**src/rtl/hdc_pkg.sv**
```systemverilog
// hdc_pkg: shared hypervector types, encoder states and the bind primitive.
// The factorization side uses the same hdc_bind so unbinding stays exact.
package hdc_pkg;

  localparam int HDC_VECTOR_LEN        = 32;
  localparam int HDC_NUM_FEATURES      = 3;
  localparam int HDC_NUM_CODEBOOK_BITS = 4;
  localparam int HDC_CB_SIZE = 1 << HDC_NUM_CODEBOOK_BITS;

  typedef logic [HDC_VECTOR_LEN-1:0] vec_t;

  typedef vec_t [HDC_NUM_FEATURES-1:0][HDC_CB_SIZE-1:0] codebook_t;

  typedef enum logic [1:0] {
    IDLE,
    BIND,
    MAJ,
    OUT
  } enc_state_t;

  // XOR binding is its own inverse.
  function automatic vec_t hdc_bind(
    input vec_t a,
    input vec_t b
  );
    return a ^ b;
  endfunction

  // Pseudo-random default codebook (xorshift32), only for standalone builds.
  function automatic codebook_t hdc_default_codebook();
    codebook_t  cb;
    logic [31:0] s;
    s = 32'h9E37_79B9;
    for (int f = 0; f < HDC_NUM_FEATURES; f++) begin
      for (int i = 0; i < HDC_CB_SIZE; i++) begin
        s = s ^ (s << 13);
        s = s ^ (s >> 17);
        s = s ^ (s << 5);
        cb[f][i] = vec_t'(s);
      end
    end
    return cb;
  endfunction

endpackage

```
**src/rtl/scene_encoder_bundle_majority.sv**
```systemverilog
// bundle_majority: per-bit object counters and majority/tie threshold.
// Present only when SCENE_BUNDLE_EN is defined.
`ifdef SCENE_BUNDLE_EN
module bundle_majority
  import hdc_pkg::*;
#(
  parameter int                    VECTOR_LEN  = HDC_VECTOR_LEN,
  parameter int                    MAX_OBJECTS = 3,
  parameter logic [VECTOR_LEN-1:0] TIE_VEC     = {(VECTOR_LEN/4){4'h5}}
) (
  input  logic                               i_clk,
  input  logic                               i_rstn,
  input  logic                               clr,
  input  logic                               acc_en,
  input  logic [VECTOR_LEN-1:0]              acc_vec,
  output logic [$clog2(MAX_OBJECTS+1)-1:0]   n,
  output logic                               full_nx,
  output logic [VECTOR_LEN-1:0]              maj
);

  localparam int NW = $clog2(MAX_OBJECTS+1);

  logic [VECTOR_LEN-1:0][NW-1:0] cnt;

  // Count ones per bit and objects; cleared once a scene is handed off.
  always_ff @(posedge i_clk or negedge i_rstn) begin
    if (!i_rstn) begin
      cnt <= '0;
      n   <= '0;
    end else if (clr) begin
      cnt <= '0;
      n   <= '0;
    end else if (acc_en) begin
      n <= n + 1'b1;
      for (int b = 0; b < VECTOR_LEN; b++) begin
        cnt[b] <= cnt[b] + NW'(acc_vec[b]);
      end
    end
  end

  // The object being accumulated now fills the bundle.
  assign full_nx = (n == NW'(MAX_OBJECTS - 1));

  // Strict majority against n, tie bits taken from TIE_VEC.
  always_comb begin
    maj = '0;
    for (int b = 0; b < VECTOR_LEN; b++) begin
      logic [NW:0] dbl;
      logic [NW:0] ref_n;
      dbl   = {cnt[b], 1'b0};
      ref_n = {1'b0, n};
      if (dbl > ref_n)
        maj[b] = 1'b1;
      else if (dbl < ref_n)
        maj[b] = 1'b0;
      else
        maj[b] = TIE_VEC[b];
    end
  end

endmodule
`endif

```
**src/rtl/scene_encoder.sv**
```systemverilog
// scene_encoder: XOR-binds one codebook vector per feature into a scene.
// Define SCENE_BUNDLE_EN to bundle several objects by bitwise majority.
module scene_encoder
  import hdc_pkg::*;
#(
  parameter int VECTOR_LEN        = HDC_VECTOR_LEN,
  parameter int NUM_FEATURES      = HDC_NUM_FEATURES,
  parameter int NUM_CODEBOOK_BITS = HDC_NUM_CODEBOOK_BITS,
  parameter logic [NUM_FEATURES-1:0]
                  [(1<<NUM_CODEBOOK_BITS)-1:0]
                  [VECTOR_LEN-1:0] CODEBOOK = hdc_default_codebook(),
  parameter int                    MAX_OBJECTS = 3,
  parameter logic [VECTOR_LEN-1:0] TIE_VEC = {(VECTOR_LEN/4){4'h5}}
) (
  input  logic                                    i_clk,
  input  logic                                    i_rstn,
  input  logic                                    i_valid,
  output logic                                    o_ready,
  input  logic [NUM_FEATURES*NUM_CODEBOOK_BITS-1:0] i_idx,
  input  logic                                    i_last,
  output logic                                    o_valid,
  input  logic                                    i_ready,
  output logic [VECTOR_LEN-1:0]                   o_scene,
  output logic [$clog2(MAX_OBJECTS+1)-1:0]        o_num_objects
);

  localparam int IW = NUM_FEATURES * NUM_CODEBOOK_BITS;
  localparam int FW = (NUM_FEATURES > 1) ? $clog2(NUM_FEATURES) : 1;
  localparam int NW = $clog2(MAX_OBJECTS+1);

  enc_state_t              state;
  logic [IW-1:0]           idx_q;
  logic [FW-1:0]           f_q;
  logic [VECTOR_LEN-1:0]   acc_q;
  logic [VECTOR_LEN-1:0]   acc_nx;
  logic                    last_f;
  logic                    out_hs;

  // Current feature's index always sits in the low bits of idx_q.
  assign acc_nx = hdc_bind(acc_q,
    CODEBOOK[f_q][idx_q[NUM_CODEBOOK_BITS-1:0]]);
  assign last_f = (f_q == FW'(NUM_FEATURES - 1));
  assign out_hs = o_valid && i_ready;

`ifdef SCENE_BUNDLE_EN
  logic                    last_q;
  logic [NW-1:0]           n;
  logic                    full_nx;
  logic [VECTOR_LEN-1:0]   maj;

  bundle_majority #(
    .VECTOR_LEN  (VECTOR_LEN),
    .MAX_OBJECTS (MAX_OBJECTS),
    .TIE_VEC     (TIE_VEC)
  ) u_bundle (
    .i_clk   (i_clk),
    .i_rstn  (i_rstn),
    .clr     (out_hs),
    .acc_en  ((state == BIND) && last_f),
    .acc_vec (acc_nx),
    .n       (n),
    .full_nx (full_nx),
    .maj     (maj)
  );
`else
  wire unused_cfg = ^{i_last, TIE_VEC};
`endif

  // Control FSM with registered handshake and scene outputs.
  always_ff @(posedge i_clk or negedge i_rstn) begin
    if (!i_rstn) begin
      state         <= IDLE;
      idx_q         <= '0;
      f_q           <= '0;
      acc_q         <= '0;
      o_ready       <= 1'b0;
      o_valid       <= 1'b0;
      o_scene       <= '0;
      o_num_objects <= '0;
`ifdef SCENE_BUNDLE_EN
      last_q        <= 1'b0;
`endif
    end else begin
      unique case (state)
        IDLE: begin
          o_ready <= 1'b1;
          if (i_valid && o_ready) begin
            idx_q   <= i_idx;
            acc_q   <= '0;
            f_q     <= '0;
            o_ready <= 1'b0;
            state   <= BIND;
`ifdef SCENE_BUNDLE_EN
            last_q  <= i_last;
`endif
          end
        end
        BIND: begin
          acc_q <= acc_nx;
          f_q   <= f_q + 1'b1;
          if (last_f) begin
`ifdef SCENE_BUNDLE_EN
            if (last_q || full_nx) begin
              state <= MAJ;
            end else begin
              state   <= IDLE;
              o_ready <= 1'b1;
            end
`else
            o_scene       <= acc_nx;
            o_num_objects <= NW'(1);
            o_valid       <= 1'b1;
            state         <= OUT;
`endif
          end else begin
            idx_q <= idx_q >> NUM_CODEBOOK_BITS;
          end
        end
`ifdef SCENE_BUNDLE_EN
        MAJ: begin
          o_scene       <= maj;
          o_num_objects <= n;
          o_valid       <= 1'b1;
          state         <= OUT;
        end
`endif
        OUT: begin
          if (i_ready) begin
            o_valid <= 1'b0;
            o_ready <= 1'b1;
            state   <= IDLE;
          end
        end
        default: begin
          state <= IDLE;
        end
      endcase
    end
  end

endmodule
```
**config.mk**
```make
export PLATFORM = sky130hd
export DESIGN_NAME = scene_encoder
export DESIGN_NICKNAME = d
export VERILOG_FILES = /design/src/rtl/hdc_pkg.sv /design/src/rtl/scene_encoder_bundle_majority.sv /design/src/rtl/scene_encoder.sv
export SDC_FILE = /design/constraint.sdc
export NUM_CORES = 1
export LEC_CHECK = 0
export CAP_MARGIN = 10
export CORE_ASPECT_RATIO = 0.7
export CORE_MARGIN = 4
export CORE_UTILIZATION = 50
export CTS_BUF_LIST = sky130_fd_sc_hd__clkbuf_4 sky130_fd_sc_hd__clkbuf_8
export DETAILED_ROUTE_END_ITERATION = 8
export PLACE_DENSITY_LB_ADDON = 0.3
export SLEW_MARGIN = 40
export SYNTH_ARGS = -nofsm -noshare
export SYNTH_HDL_FRONTEND = slang
export SYNTH_SLANG_ARGS = --single-unit
```
**constraint.sdc**
```tcl
create_clock -name i_clk -period 5.3 [get_ports i_clk]
set_clock_uncertainty 0.1 [all_clocks]
set_input_delay 1.06 -clock i_clk [delete_from_list [all_inputs] [get_ports i_clk]]
set_output_delay 1.06 -clock i_clk [all_outputs]
set_load 0.05 [all_outputs]
```
Yosys cells after proc, flatten, opt, wreduce, memory -nomap -nowiden
Cells that the tools add are included.

Register bits after elaboration: 83. Output and inout port bits: 36. Input port bits: 17.

Magnitude comparators: 2. Reduce and logical (&&, ||, !) cells: 11. Mux-type cells: 21. Bitwise operators: 1. $add $sub $neg: 1. Eq/ne operators: 7.

Operators with widths (count): binary-select mux 512 bit (select 2 bit) (1); 2-to-1 mux 512 bit (1); binary-select mux 32 bit (select 4 bit) (1); 2-to-1 mux 32 bit (2); case mux 32 bit (2 select lines) (1); bitwise XOR 32 bit (1); 2-to-1 mux 12 bit (2); case mux 12 bit (2 select lines) (1); AND reduction 3 bit (3); 2-to-1 mux 2 bit (4); != test 2 bit, second input constant (4); case mux 2 bit (3 select lines) (1); AND reduction 2 bit (3); nonzero test 2 bit (3); less-than comparator 4 x 5 -> 1 bit, second input constant (1); equality test 2 bit, second input constant (2); 2-to-1 mux 1 bit (4); case mux 1 bit (2 select lines) (2); case mux 2 bit (2 select lines) (1); less-than comparator 2 x 3 -> 1 bit, second input constant (1); adder 2 x 1 -> 2 bit, second input constant (1); equality test 2 x 1 -> 1 bit, second input constant (1); zero test 2 bit (1); logical AND 1 bit (1).

Longest topological paths before layout
Gate-level depths: netlist of the first run.

Depth in word-level cells: 6. Depth in mapped cells: 11. Depth with buffers taken out: 8.

Least setup slack after synthesis of the first run
Ideal clock, no wire load.

Path kind: reg-to-reg. From: register f_q[1]. To: register acc_q[8]. Slack: 2630 ps. Path buffers: 4. Period minus slack after synthesis: 2670 ps. Library setup time: 82 ps. Cell stages (with the launch flop): 11. Arrival: 2488 ps. Path through: dfrtp_1 > buf_2 > clkinv_1 > ha_1 > buf_2 > buf_2 > clkbuf_1 > o311ai_0 > o32ai_2 > or2_1 > a31oi_1.

Cells in the longest elaborated chain, start to end: 6.

RTL lines: start, declared (RTL line scene_encoder.sv:33) `logic [FW-1:0] f_q;`; start signal, assigned (RTL line scene_encoder.sv:100) `f_q <= f_q + 1'b1;`; binary-select mux 512 bit (select 2 bit) (RTL line scene_encoder.sv:41) `CODEBOOK[f_q][idx_q[NUM_CODEBOOK_BITS-1:0]]);`; 2-to-1 mux 512 bit (implied by the code) (RTL line scene_encoder.sv:41); binary-select mux 32 bit (select 4 bit) (RTL line scene_encoder.sv:41); 2-to-1 mux 32 bit (implied by the code) (RTL line scene_encoder.sv:41); bitwise XOR 32 bit (RTL line hdc_pkg.sv:26) `return a ^ b;`; case mux 32 bit (2 select lines) (RTL line scene_encoder.sv:84) `unique case (state)`; end signal, assigned (RTL line scene_encoder.sv:99) `acc_q <= acc_nx;`; end, declared (RTL line scene_encoder.sv:34) `logic [VECTOR_LEN-1:0] acc_q;`.

No other way between the ends. The select of a mux whose other input is x is not followed. A chain may end at the register's enable or synchronous reset.

Worst setup path in the final report of the first run
From: register idx_q[0]. To: register acc_q[6].

Cells in the longest elaborated chain, start to end: 4.

RTL lines: start, declared (RTL line scene_encoder.sv:32) `logic [IW-1:0] idx_q;`; start signal, assigned (RTL line scene_encoder.sv:88) `idx_q <= i_idx;`; start signal, assigned (RTL line scene_encoder.sv:116) `idx_q <= idx_q >> NUM_CODEBOOK_BITS;`; binary-select mux 32 bit (select 4 bit) (RTL line scene_encoder.sv:41); 2-to-1 mux 32 bit (implied by the code) (RTL line scene_encoder.sv:41); bitwise XOR 32 bit (RTL line hdc_pkg.sv:26); case mux 32 bit (2 select lines) (RTL line scene_encoder.sv:84).

No other way between the ends. The select of a mux whose other input is x is not followed.

==> results of run 1 <==
## sequential cells by signal, indices dropped and copies added (netlist names)
| register | flops |
|---|---|
| acc_q | 32 |
| f_q | 2 |
| idx_q | 12 |
| o_num_objects | 1 |
| o_ready | 1 |
| o_scene | 32 |
| o_valid | 1 |
| state | 2 |
## layer usage
metal | global-route usage | vias to the layer above
met4 | 0.0732 | 2
met5 | 0.0267 | -
met1 | 0.400 | 3201
met2 | 0.428 | 395
met3 | 0.0941 | 50
li1 | - | 2989
## metrics by stage
| stage | utilization | cell area (um2) |
|---|---|---|
| 2_1_floorplan | - | 6600 |
| 3_3_place_gp | 0.551 | 6990 |
| 3_5_place_dp | 0.552 | 7000 |
| 4_1_cts | 0.569 | 7220 |
| 5_1_grt | 0.570 | 7230 |
| 6_report | 0.570 | 7230 |
## layout make-up
class | instances | area, um2 | share of cell area
sequential | 83 | 2080 | 0.288
clock buffer | 10 | 131 | 0.0182
inverter | 23 | 86.3 | 0.0119
clock inverter | 6 | 90.1 | 0.0125
multi-input combinational | 637 | 4020 | 0.557
timing repair buffer | 63 | 612 | 0.0847
tap | 162 | 203 | 0.0281
## logic make-up (layout without fill, tap and decap cells)
group	Yosys count	after routing	synth area share
AO/OA/AOI/OAI	301	301	0.297
other	1	1	0.000568
multiplexers	26	26	0.0497
adder cells (fa/ha/maj)	4	4	0.00759
AND/OR/NAND/NOR	268	268	0.202
flip-flops	83	83	0.315
buffers and inverters	112	102	0.0789
XOR/XNOR	37	37	0.0503
## how the worst max path moves through the flow
stage | startpoint | to | slack, ps | depth (start not counted)
5_1_grt | idx_q[0] | acc_q[6] | 1750 | 7
4_1_cts | idx_q[0] | acc_q[6] | 1950 | 7
6_report | idx_q[0] | acc_q[6] | 1840 | 7
3_3_place_gp | idx_q[0] | acc_q[6] | 2090 | 7
2_1_floorplan | f_q[1] | acc_q[8] | 2630 | 10
3_5_place_dp | idx_q[0] | acc_q[6] | 1960 | 7
## cell usage in the layout (no fill, tap or decap), types with 7 or more instances in the layout
cell and instances:
sky130_fd_sc_hd__o211ai_1 11, sky130_fd_sc_hd__or3_1 18, sky130_fd_sc_hd__o21ai_0 91, sky130_fd_sc_hd__a31oi_1 18
sky130_fd_sc_hd__a211oi_1 8, sky130_fd_sc_hd__inv_1 21, sky130_fd_sc_hd__mux2i_1 17, sky130_fd_sc_hd__a21oi_1 64
sky130_fd_sc_hd__nor2_1 34, sky130_fd_sc_hd__nand3_1 34, sky130_fd_sc_hd__clkbuf_8 9, sky130_fd_sc_hd__dfrtp_1 80
sky130_fd_sc_hd__a311oi_1 7, sky130_fd_sc_hd__nor2b_1 13, sky130_fd_sc_hd__a221oi_1 7, sky130_fd_sc_hd__xor2_1 23
sky130_fd_sc_hd__o21ai_1 8, sky130_fd_sc_hd__nand2b_1 21, sky130_fd_sc_hd__nand2_1 100, sky130_fd_sc_hd__clkdlybuf4s50_1 49
sky130_fd_sc_hd__xnor2_1 13, sky130_fd_sc_hd__a22o_1 8, sky130_fd_sc_hd__o22ai_1 10, sky130_fd_sc_hd__buf_4 12
## Yosys cell counts (18+ instances only)
library cell	number
sky130_fd_sc_hd__nand2_1	101
sky130_fd_sc_hd__o21ai_0	91
sky130_fd_sc_hd__dfrtp_1	83
sky130_fd_sc_hd__a21oi_1	64
sky130_fd_sc_hd__clkbuf_1	45
sky130_fd_sc_hd__nand3_1	34
sky130_fd_sc_hd__nor2_1	34
sky130_fd_sc_hd__buf_2	29
sky130_fd_sc_hd__xor2_1	23
sky130_fd_sc_hd__inv_1	22
sky130_fd_sc_hd__nand2b_1	22
sky130_fd_sc_hd__a31oi_1	18
sky130_fd_sc_hd__or3_1	18
## worst max-delay path: cells and delay by family, from the launching register on
kind / cells / cell delay, ps
AOI/OAI and AO/OA: 3 / 560
and+or+nand+nor: 3 / 1160
buffers and inverters: 1 / 630
DFF: 1 / 900
==> results.rst, run 1 <==
.. list-table::
   :header-rows: 1

   * - Metric
     - Value
   * - Share of Yosys cell area claimed by the top area cell type
     - 0.315
   * - Mapped cell area
     - about 0.0066 mm2
   * - Largest net degree at the start of global routing
     - 66
   * - Share of post-route cells with drive strength above 1
     - 0.0839
   * - Cell at the slowest stage of the critical path
     - sky130_fd_sc_hd__dfrtp_2
   * - Final number of hold-violating endpoints
     - 0
   * - Syn Inst Count
     - 832
   * - WL met1
     - around 9300 um
   * - Critical path launch point type
     - register
   * - Aggregate routed wire length
     - 22,100 um
   * - Most used flip-flop cell after synthesis
     - sky130_fd_sc_hd__dfrtp_1
   * - End of the worst register-to-register path
     - acc_q[6]
   * - 1st-pass router iterations
     - 6
   * - Highest clock frequency the design can meet
     - 289 MHz
   * - Total of warnings raised by yosys
     - 0
   * - Number of distinct library cells after synthesis
     - 82
   * - Post-synth EDFFs
     - 0
   * - Number of fillers in the final layout
     - 1,149
   * - Cell taking the most area after synthesis
     - sky130_fd_sc_hd__dfrtp_1
   * - Fraction of synthesis flops using an asynchronous set or reset pin
     - 1.00
   * - Area grow syn2layout
     - 9.52%
   * - Maximum single-stage delay on the critical path
     - 900 ps
   * - Ant diodes
     - 0
   * - Syn nets
     - around 850
   * - Wire length on met3
     - between 2000 and 3000 um
   * - Global-route wire length before repair
     - about 35,000 um
   * - Number of cells traversed by the worst register-to-register path
     - 7
   * - Buffer count from post-CTS setup fixing
     - 0
   * - Share of synthesized area occupied by flip-flops and latches
     - 0.315
   * - Min-delay worst type
     - reg -> reg
   * - Max Used Layer
     - met5
   * - Total Negative Setup Slacks
     - 0 ps
   * - Cell mode on critical path
     - sky130_fd_sc_hd__o21ai_0
   * - Worst Path Class, Setup
     - reg -> reg
   * - Number of instances in the placed design
     - 968
   * - Leading cell types by total area after synthesis
     - sky130_fd_sc_hd__dfrtp_1 31%, sky130_fd_sc_hd__o21ai_0 6.9%, sky130_fd_sc_hd__nand2_1 5.7%, sky130_fd_sc_hd__a21oi_1 4.9%, sky130_fd_sc_hd__xor2_1 3.1%
   * - Clk Latency, worst-skew pair
     - roughly 360 ps
   * - Synth Register Bits
     - just over 80
   * - CTS resizes
     - 0
   * - Origin of the worst min-delay path
     - o_scene[16]
   * - Number of sinks handled by clock tree synthesis
     - between 80 and 90
   * - Die Y-Extent
     - around 100 um
   * - Net count, final
     - 838
   * - Outcome
     - completed
   * - Cell Rows
     - 34
   * - Clock transition time at the flip-flop clock pins of the worst setup and hold paths
     - about 90 ps
   * - Remaining number of nets flagged by the antenna check after routing
     - 0
   * - Clock tree from TritonCTS
     - built
   * - GR Overflow Total
     - 0
   * - Number of top-level pins
     - between 50 and 60
   * - Clk Tree Root Cell
     - sky130_fd_sc_hd__clkbuf_8
   * - Total of hold buffers inserted after clock tree synthesis
     - 0
   * - Post-route worst setup slack
     - approximately 1800 ps
   * - Final period demand of the worst path
     - around 3500 ps
   * - Met2 Routed Length
     - 9620 um
   * - Number of buffers inserted during clock tree synthesis
     - 9
   * - CP Capture Type
     - register
   * - Initial standard-cell utilization of the core
     - 0.520
   * - Arrival time of data at the critical path endpoint
     - about 3600 ps
   * - Worst-path fanout max
     - 60
   * - Area of the core
     - between 0.01 and 0.015 mm2
   * - GR Util All Layers
     - 0.287
   * - Port buffer count
     - 50
   * - Mean instance size in the synthesized netlist
     - 7.93 um2
   * - Fin. max-slew vios
     - 0
   * - Number of global-route vias before repair
     - between 6,000 and 7,000
   * - Min Hold Slack
     - roughly 380 ps
   * - Drt via density
     - 6.74
   * - Detailed Place HPWL
     - about 15,000 um
   * - Actual transition at the worst max-transition pin
     - 915 ps
   * - Clock tree buffer depth
     - 2
   * - Worst Hold End
     - o_scene[16]
   * - Weighted congestion at the end of routability-driven global placement
     - 0.985
   * - Total Die Area
     - 0.0151 mm2
   * - Setup repair after global routing missed its margin
     - no
   * - Wire per inst
     - ~22 um
   * - WP data required
     - approximately 5500 ps
   * - Worst relative slew slack
     - 0.389
   * - R2r setup slk
     - about 1800 ps
   * - Via count
     - between 6,000 and 7,000
   * - Initial DRC count
     - 994
   * - Minimum setup slack after placement
     - 1960 ps
   * - Number of endpoints failing setup at the final stage
     - 0
   * - Number of H-tree levels
     - 3
   * - Number of cells on the worst hold path
     - 2
   * - Number of antenna violations at the first check in global routing
     - 0
   * - Worst R2R Start
     - idx_q[0]
   * - Horiz. Die Dim
     - ~150 um
   * - Max capacitance violation total
     - 0
   * - Cell-by-cell trace of the critical path
     - buf_4 > nor2b_1 > nand2_1 > a32oi_1 > o21ai_0 > or3_1 > o21ai_0
   * - Number of cells in the finished layout apart from fillers
     - around 1,000
   * - Share of the cycle needed by the critical path after routing
     - 0.653
   * - Remaining DRCs
     - 0
Power of run 1 is not shown: default switching activity piles up to over one toggle a cycle in this logic, so the estimate is an artifact.
==> run 2: changes to the inputs <==
==> constraint.sdc (replaced) <==
create_clock -name i_clk -period 3.51 [get_ports i_clk]
set_clock_uncertainty 0.1 [all_clocks]
set_input_delay 0.702 -clock i_clk [delete_from_list [all_inputs] [get_ports i_clk]]
set_output_delay 0.702 -clock i_clk [all_outputs]
set_load 0.05 [all_outputs]
==> results.rst, run 2 (synthesis gave the netlist of run 1 again) <==
.. list-table::
   :header-rows: 1

   * - Metric
     - Value
   * - Min-delay worst type
     - in -> async
   * - Number of fillers in the final layout
     - 1,143 (-0.52%)
   * - Number of buffers inserted during clock tree synthesis
     - 9 (unchanged)
   * - Number of instances in the placed design
     - 1,001 (+3.4%)
   * - Detailed Place HPWL
     - 17,000 um (+12%)
   * - GR Util All Layers
     - 0.307 (+0.0198)
   * - Outcome
     - completed
   * - Share of the cycle needed by the critical path after routing
     - 0.899 (+0.245)
   * - Horiz. Die Dim
     - 145 um (unchanged)
   * - Via count
     - 6,789 (+2.3%)
   * - Area grow syn2layout
     - 13.4%
   * - Commonest cells after routing, fill and taps aside
     - 100 x sky130_fd_sc_hd__nand2_1, 91 x sky130_fd_sc_hd__o21ai_0, 80 x sky130_fd_sc_hd__dfrtp_1
   * - Setup repair after global routing missed its margin
     - no
   * - Max capacitance violation total
     - 0 (unchanged)
   * - Number of global-route vias before repair
     - 6,235 (+0.96%)
   * - GR Overflow Total
     - 0 (unchanged)
   * - Fin. max-slew vios
     - 0 (unchanged)
   * - Die Y-Extent
     - 104 um (unchanged)
   * - Port buffer count
     - 50 (unchanged)
   * - Clock tree buffer depth
     - 2 (unchanged)
   * - Share of post-route cells with drive strength above 1
     - 0.116 (+0.0318)
   * - Actual transition at the worst max-transition pin
     - 870 ps (-45.2 ps)
   * - Clk Latency, worst-skew pair
     - 360 ps (about the same)
   * - Number of H-tree levels
     - 3 (unchanged)
   * - Total Negative Setup Slacks
     - 0 ps (unchanged)
   * - Global-route wire length before repair
     - 36,600 um (+4.3%)
   * - CTS resizes
     - 0 (unchanged)
   * - Number of sinks handled by clock tree synthesis
     - 83 (unchanged)
   * - Total Die Area
     - 0.0151 mm2 (unchanged)
   * - Remaining DRCs
     - 0 (unchanged)
   * - CP Capture Type
     - register
   * - Net count, final
     - 871 (+3.9%)
   * - Initial standard-cell utilization of the core
     - 0.520 (unchanged)
   * - Clock transition time at the flip-flop clock pins of the worst setup and hold paths
     - 90 ps (about the same)
   * - Cell Rows
     - 34 (unchanged)
   * - Clock tree from TritonCTS
     - built
   * - Arrival time of data at the critical path endpoint
     - 3330 ps (-310 ps)
   * - Area of the core
     - 0.0127 mm2 (unchanged)
   * - Ant diodes
     - 0 (unchanged)
   * - Worst Path Class, Setup
     - reg -> reg
   * - Weighted congestion at the end of routability-driven global placement
     - 1.03 (+4.6%)
   * - Wire per inst
     - 23.2 um (+3.4%)
   * - Worst-path fanout max
     - 17 (-72%)
   * - Worst R2R Start
     - f_q[1]
   * - Buffer count from post-CTS setup fixing
     - 0 (unchanged)
   * - Final period demand of the worst path
     - 3160 ps (-308 ps)
   * - Number of antenna violations at the first check in global routing
     - 0 (unchanged)
   * - Origin of the worst setup path
     - f_q[1]
   * - Regs by FF count
     - acc_q x32, o_scene x32, idx_q x12
   * - Remaining number of nets flagged by the antenna check after routing
     - 0 (unchanged)
   * - Final number of hold-violating endpoints
     - 0 (unchanged)
   * - Number of cells in the finished layout apart from fillers
     - 1,017 (+3.4%)
   * - Initial DRC count
     - 837 (-16%)
   * - Highest clock frequency the design can meet
     - 317 MHz (+9.8%)
   * - Aggregate routed wire length
     - 23,600 um (+6.9%)
   * - Worst relative slew slack
     - 0.420 (+0.0314)
   * - Most common cell after layout, fill and taps aside
     - sky130_fd_sc_hd__nand2_1
   * - 1st-pass router iterations
     - 5 (-1)
   * - Number of top-level pins
     - 53 (unchanged)
   * - Critical path launch point type
     - register
   * - Largest net degree at the start of global routing
     - 66 (unchanged)
   * - Clk Tree Root Cell
     - sky130_fd_sc_hd__clkbuf_8
   * - Drt via density
     - 6.68 (-1.0%)
   * - Sequential Area
     - 0.00208 mm2 (unchanged)
   * - Total of hold buffers inserted after clock tree synthesis
     - 0 (unchanged)
   * - Total area of multi-input combinational cells
     - 0.00401 mm2 (-0.25%)
   * - Number of endpoints failing setup at the final stage
     - 0 (unchanged)
   * - WP data required
     - 3690 ps (-1780 ps)
## run 2: metrics by stage
stage	area [um2]	utilization	hold WS [ps]	worst slack [ps]
6_report	7480	0.590	250	355
5_1_grt	7480	0.590	300	270
4_1_cts	7480	0.590	274	476
3_5_place_dp	7250	0.572	364	500
3_3_place_gp	7250	0.572	351	494
2_1_floorplan	6600	-	306	840
## run 2: final cells by class
cell class / count / area share
Multi-Input combinational cell: 637 / 0.536
Sequential cell: 83 / 0.278
Timing Repair Buffer: 96 / 0.116
Tap cell: 162 / 0.0271
Clock buffer: 11 / 0.0194
Inverter: 23 / 0.0115
Clock inverter: 5 / 0.0114
## run 2: worst max-delay path: stages (launching register included)
cell	delay, ps
sky130_fd_sc_hd__dfrtp_1	550
sky130_fd_sc_hd__clkinv_1	240
sky130_fd_sc_hd__ha_1	360
sky130_fd_sc_hd__buf_4	260
sky130_fd_sc_hd__mux2_2	270
sky130_fd_sc_hd__nand2_1	90
sky130_fd_sc_hd__a32oi_1	420
sky130_fd_sc_hd__o21ai_0	300
sky130_fd_sc_hd__or3_1	370
sky130_fd_sc_hd__o21ai_0	90
## run 2: layer usage
layer	share of wire	wire (um)	up-vias	GRT usage
li1	-	-	3056	-
met1	0.43	10200	3267	0.436
met2	0.41	9730	402	0.426
met3	0.12	2930	62	0.119
met4	0.031	730	2	0.0942
met5	0.0019	46	-	0.0267
## run 2: final timing paths
check | to | cells past startpoint | slack, ps
worst max-delay path | acc_q[6] | 9 | 350
worst min-delay path | o_scene[26] | 1 | 250
worst max register to register | acc_q[6] | 9 | 350
worst min register to register | o_num_objects[0] | 1 | 380
max in group asynchronous | acc_q[28] | 2 | 2310
min in group i_clk | o_num_objects[0] | 1 | 380
Power of run 2 is left out for the same reason.
